<file path="src/rtl/mux_n_pipe_if.sv">
// mux_n_pipe_if: valid/ready bus for the N:1 pipelined selector.
// The upstream side carries flattened channels plus a select. The
// downstream side carries the selected word. Also carries flush and the
// sticky select-error flag.
interface mux_n_pipe_if #(
  parameter int WIDTH  = 5,
  parameter int NUM_IN = 2,
  parameter int SEL_W  = 1
);
  logic [NUM_IN*WIDTH-1:0] in_data;
  logic [SEL_W-1:0]        sel;
  logic                    in_valid;
  logic                    in_ready;
  logic [WIDTH-1:0]        out_data;
  logic                    out_valid;
  logic                    out_ready;
  logic                    flush;
  logic                    sel_err;

  // Selector stage side
  modport slave (
    input  in_data, sel, in_valid, out_ready, flush,
    output in_ready, out_data, out_valid, sel_err
  );

  // Producer/consumer side (drives the stage)
  modport master (
    output in_data, sel, in_valid, out_ready, flush,
    input  in_ready, out_data, out_valid, sel_err
  );
endinterface

</file>
<file path="src/rtl/mux_n_pipe.sv">
// mux_n_pipe: N:1 selector with one registered stage and a 2-entry skid
// buffer, so in_ready is a flop and the stage streams at one word per cycle
// under backpressure.
// Optional build macro MUX_N_PIPE_SEL_CHECK_EN: adds a sticky sel_err flag.
// The flag is set by any accept whose select is >= NUM_IN. Without the
// macro, sel_err is tied low. Out-of-range selects always yield a zero word.
module mux_n_pipe #(
  parameter int WIDTH  = 5,
  parameter int NUM_IN = 2,
  parameter int SEL_W  = 1
) (
  input logic        clk,
  input logic        rst,
  mux_n_pipe_if.slave bus
);

  typedef enum logic [1:0] {
    ST_EMPTY = 2'd0,   // nothing held
    ST_ONE   = 2'd1,   // main register valid, skid empty
    ST_FULL  = 2'd2    // main and skid both valid
  } state_t;

  state_t           r_state;
  state_t           w_state_next;
  logic [WIDTH-1:0] r_main_data;
  logic [WIDTH-1:0] w_main_next;
  logic [WIDTH-1:0] r_skid_data;
  logic [WIDTH-1:0] w_skid_next;
  logic             r_in_ready;
  logic             w_in_ready_next;

  logic [WIDTH-1:0] w_chan [NUM_IN];
  logic [WIDTH-1:0] w_sel_word;
  logic             w_accept;
  logic             w_xfer;

  // Split the flattened input bus into one word per channel
  genvar gi;
  generate
    for (gi = 0; gi < NUM_IN; gi++) begin : g_chan
      assign w_chan[gi] = bus.in_data[gi*WIDTH +: WIDTH];
    end
  endgenerate

  // Channel select; any select with no matching channel produces zero
  always_comb begin
    w_sel_word = '0;
    for (int k = 0; k < NUM_IN; k++) begin
      if (bus.sel == SEL_W'(k)) begin
        w_sel_word = w_chan[k];
      end
    end
  end

  assign w_accept = bus.in_valid & r_in_ready;
  assign w_xfer   = (r_state != ST_EMPTY) & bus.out_ready;

  // Next-state and next-data for the main/skid pair
  always_comb begin
    w_state_next = r_state;
    w_main_next  = r_main_data;
    w_skid_next  = r_skid_data;
    if (bus.flush) begin
      // Drop everything held. out_data keeps its last value.
      w_state_next = ST_EMPTY;
    end else begin
      unique case (r_state)
        ST_EMPTY: begin
          if (w_accept) begin
            w_main_next  = w_sel_word;
            w_state_next = ST_ONE;
          end
        end
        ST_ONE: begin
          if (w_accept && w_xfer) begin
            w_main_next = w_sel_word;
          end else if (w_accept) begin
            w_skid_next  = w_sel_word;
            w_state_next = ST_FULL;
          end else if (w_xfer) begin
            w_state_next = ST_EMPTY;
          end
        end
        ST_FULL: begin
          // in_ready is low here, so only the drain case matters
          if (w_xfer) begin
            w_main_next  = r_skid_data;
            w_state_next = ST_ONE;
          end
        end
        default: begin
          w_state_next = ST_EMPTY;
        end
      endcase
    end
    w_in_ready_next = (w_state_next != ST_FULL);
  end

  // State, data and registered in_ready update
  always_ff @(posedge clk) begin
    if (rst) begin
      r_state     <= ST_EMPTY;
      r_main_data <= '0;
      r_skid_data <= '0;
      r_in_ready  <= 1'b0;
    end else begin
      r_state     <= w_state_next;
      r_main_data <= w_main_next;
      r_skid_data <= w_skid_next;
      r_in_ready  <= w_in_ready_next;
    end
  end

  assign bus.in_ready  = r_in_ready;
  assign bus.out_valid = (r_state != ST_EMPTY);
  assign bus.out_data  = r_main_data;

`ifdef MUX_N_PIPE_SEL_CHECK_EN
  logic r_sel_err;
  logic w_sel_oob;

  // Out of range only when the select field can encode more than NUM_IN
  // values; for a full power-of-two decode this folds to constant zero.
  assign w_sel_oob = (32'(bus.sel) >= 32'(NUM_IN));

  // Sticky flag: set by an out-of-range accept, cleared only by reset
  always_ff @(posedge clk) begin
    if (rst) begin
      r_sel_err <= 1'b0;
    end else if (w_accept && w_sel_oob) begin
      r_sel_err <= 1'b1;
    end
  end

  assign bus.sel_err = r_sel_err;
`else
  assign bus.sel_err = 1'b0;
`endif

endmodule

</file>
<file path="src/flat_wrapper.sv">
// flat-port wrapper written by rule: the top's interface ports become plain ports
module mux_n_pipe_flat 
#(
  parameter int WIDTH  = 5,
  parameter int NUM_IN = 2,
  parameter int SEL_W  = 1
)
  (clk, rst, bus_in_data, bus_sel, bus_in_valid, bus_out_ready, bus_flush, bus_in_ready, bus_out_data, bus_out_valid, bus_sel_err);
  mux_n_pipe_if #(.WIDTH(WIDTH), .NUM_IN(NUM_IN), .SEL_W(SEL_W)) bus_i ();
  input logic clk;
  input logic rst;
  input wire logic [$bits(bus_i.in_data)-1:0] bus_in_data;
  input wire logic [$bits(bus_i.sel)-1:0] bus_sel;
  input wire logic [$bits(bus_i.in_valid)-1:0] bus_in_valid;
  input wire logic [$bits(bus_i.out_ready)-1:0] bus_out_ready;
  input wire logic [$bits(bus_i.flush)-1:0] bus_flush;
  output wire logic [$bits(bus_i.in_ready)-1:0] bus_in_ready;
  output wire logic [$bits(bus_i.out_data)-1:0] bus_out_data;
  output wire logic [$bits(bus_i.out_valid)-1:0] bus_out_valid;
  output wire logic [$bits(bus_i.sel_err)-1:0] bus_sel_err;
  assign bus_i.in_data = bus_in_data;
  assign bus_i.sel = bus_sel;
  assign bus_i.in_valid = bus_in_valid;
  assign bus_i.out_ready = bus_out_ready;
  assign bus_i.flush = bus_flush;
  assign bus_in_ready = bus_i.in_ready;
  assign bus_out_data = bus_i.out_data;
  assign bus_out_valid = bus_i.out_valid;
  assign bus_sel_err = bus_i.sel_err;
  mux_n_pipe #(.WIDTH(WIDTH), .NUM_IN(NUM_IN), .SEL_W(SEL_W)) u_core (.clk(clk), .rst(rst), .bus(bus_i));
endmodule
</file>
<file path="config.mk">
export PLATFORM = sky130hd
export DESIGN_NAME = mux_n_pipe_flat
export DESIGN_NICKNAME = d
export VERILOG_FILES = /design/src/rtl/mux_n_pipe_if.sv /design/src/rtl/mux_n_pipe.sv /design/src/flat_wrapper.sv
export SDC_FILE = /design/constraint.sdc
export NUM_CORES = 1
export LEC_CHECK = 0
export CORE_MARGIN = 10
export CORE_UTILIZATION = 30
export DETAILED_ROUTE_END_ITERATION = 8
export MAX_ROUTING_LAYER = met4
export SYNTH_ARGS = -nofsm -noshare
export SYNTH_HDL_FRONTEND = slang
export SYNTH_SLANG_ARGS = --single-unit
</file>
<file path="constraint.sdc">
create_clock -name clk -period 2.9 [get_ports clk]
set_input_delay 0.58 -clock clk [delete_from_list [all_inputs] [get_ports clk]]
set_output_delay 0.58 -clock clk [all_outputs]
set_load 0.02 [all_outputs]
</file>
==> impl_metrics.env <==
export IMPL_outcome="completed"
export IMPL_ant_nets=0
export IMPL_path_class="reg -> out"
export IMPL_fin_crit_sh_pct=70.7
export IMPL_met3_usage_pct=2.81
export IMPL_portBuffers=22
export IMPL_antenna_found_initial=0
export IMPL_clk_path_buf_depth=2
export IMPL_power_density_mw_per_mm2=402
export IMPL_met1_usage_pct=8.89
export IMPL_p_leak_nw=0.359
export IMPL_synth_simple_gate_area_share_pct=17.8
export IMPL_drtIter0Drc=7
export IMPL_cts_repair_resized=0
export IMPL_cts_buffers=3
export IMPL_top_usage_layer="met2"
export IMPL_synth_top_family_by_area="multiplexers"
export IMPL_cap_violations=0
export IMPL_grt_overflow_total=0
export IMPL_cp_arrival_ns=1.47
export IMPL_synthAdderAreaFrac_pct=0
export IMPL_synthMuxAreaShare_pct=31.8
export IMPL_clkLatencyLatePin_ns=0.28
export IMPL_routed_via_density=4.78
export IMPL_total_power_w=0.000371
export IMPL_synth_cell_types=22
export IMPL_synth_area_um2=668
export IMPL_cts_tree="built"
export IMPL_dr_pass1_iters=4
export IMPL_use_met2_pct=11.4
export IMPL_io_pins=24
export IMPL_syn_inst=64
export IMPL_route_vias_total=545
export IMPL_drt_wl_total_um=1560
export IMPL_cts_sinks=13
export IMPL_holdBufCountCts=0
export IMPL_skew_ns=0.00496
export IMPL_startpoint_type="flip-flop"
export IMPL_synth_xor_area_share_pct=0
export IMPL_yosysTopAreaCellShare_pct=39.0
export IMPL_cp_end_kind="output pin"
export IMPL_fin_nets=103
export IMPL_die_area_mm2=0.00451
export IMPL_synth_compound_area_share_pct=6.93
export IMPL_grt_max_degree=14
export IMPL_grt_pass1_wl_um=2600
export IMPL_slew_headroom_pct=66.7
export IMPL_yosys_area_top_type="dfxtp_1"
export IMPL_die_x_um=67.2
export IMPL_coreArea_mm2=0.00217
export IMPL_period_needed_ns=2.05
export IMPL_ys_ff_latch=13
export IMPL_synth_nets=80
export IMPL_hold_path_class="reg -> reg"
export IMPL_route_detailed_drc=0
export IMPL_cts_setup_buffers=0
export IMPL_cp_required_ns=2.32
export IMPL_diodes=0
export IMPL_wire_per_inst_um=13.7
export IMPL_grt_usage_pct=7.77
export IMPL_avgSynthCellArea_um2=10.4
export IMPL_die_h_um=67.2
export IMPL_final_cell_mix="clkdlybuf4s50_1, dfxtp_1, nor2_1"
export IMPL_clk_pin_slew_ns=0.08
export IMPL_yosys_warnings=0
export IMPL_clock_fmax_mhz=488
export IMPL_synth_seq_area_share_pct=39.0
export IMPL_finalHoldViolations=0
export IMPL_setup_viol=0
export IMPL_rows=17
export IMPL_synth_area_leaders="dfxtp_1, mux2i_1, mux2_1, mux2_2, nor2_1"
export IMPL_drive_gt1_share_pct=14.0
export IMPL_path_max_fanout=6
export IMPL_ctsHtreeMaxLevel=1
export IMPL_setup_tns_ns=0
export IMPL_start_util_pct=30.8
export IMPL_tightest_slew_ns=0.497
export IMPL_report_final_slew_viol_count=0
export IMPL_final_common_cell="clkdlybuf4s50_1"
export IMPL_area_growth_pct=38.4
export IMPL_rsz0062_at_grt="no"
export IMPL_cts_root_buf="clkbuf_4"
export IMPL_grt_pass1_vias=545
export IMPL_ir_drop_mv=0.374
export IMPL_utilization_pct=42.6
export IMPL_place_gp_congestion=0.697
layout make-up:
type / instances / area (µm²)
multi-input cells: 47 / 382
clock buffers: 3 / 22.5
repair buffers: 22 / 220
flip-flops and latches: 13 / 260
clock inverters: 1 / 5.00
well taps: 28 / 35.0
fillers: 227 / 1240
synth_stat cells (all sizes together):
cell type,number
dfxtp,13
nor2,11
mux2,10
mux2i,10
buf,2
clkbuf,2
nand3b,2
nand4b,2
a211oi,1
a21o,1
a311oi,1
a31oi,1
conb,1
nand2,1
nand2b,1
nand3,1
nand4bb,1
nor2b,1
or2,1
or3,1
sequential cells by signal, summed over array words and instances (netlist names):
register             cells
u_core.r_skid_data       5
u_core.bus.out_data      5
u_core.r_state           2
u_core.bus.in_ready      1
power by group:
group / switching (W) / total, W / internal, W
logic: 0.0000293 / 0.0000716 / 0.0000422
clock network: 0.0000613 / 0.000112 / 0.0000512
registers: 0.00000399 / 0.000187 / 0.000184
path summary, 6_finish.rpt:
kind	from	cells after the start	endpoint	slack (ns)
worst max register to register	u_core.r_state[1]$_SDFF_PP0_	4	u_core.r_skid_data[4]$_SDFFE_PP0P_	1.49
worst max-delay path	u_core.r_state[0]$_SDFF_PP0_	2	bus_out_valid	0.85
worst min-delay path	u_core.r_skid_data[2]$_SDFFE_PP0P_	2	u_core.r_skid_data[2]$_SDFFE_PP0P_	0.49
worst min register to register	u_core.r_skid_data[2]$_SDFFE_PP0P_	2	u_core.r_skid_data[2]$_SDFFE_PP0P_	0.49
per-layer routing:
layer  vias up  wire, µm
met5         -         0
li1        270         -
met2        13       737
met3         2        84
met1       260       703
met4         0        34
worst max-delay path, cell delays in order (launching register included):
cell and delay (ns):
dfxtp_1 0.36, or2_2 0.30, clkdlybuf4s50_1 0.54
cell families (layout without fill, tap and decap cells):
group                  count (synthesis)  after routing
DFF                                   13             13
other                                  1              1
muxes                                 20             20
AOI/OAI and AO/OA                      4              4
and+or+nand+nor                       22             22
buffers and inverters                  4             26
per-stage QoR:
step / setup WS, ns / hold WS, ns / std cells / instance area [µm²]
2_1_floorplan: 1.43 / 0.456 / 64 / 668
3_3_place_gp: 0.733 / 0.471 / 110 / 897
3_5_place_dp: 0.728 / 0.483 / 110 / 897
4_1_cts: 0.834 / 0.505 / 114 / 925
5_1_grt: 0.790 / 0.529 / 114 / 925
6_report: 0.850 / 0.495 / 114 / 925
No activity file was read; power rests on OpenSTA's default activity.
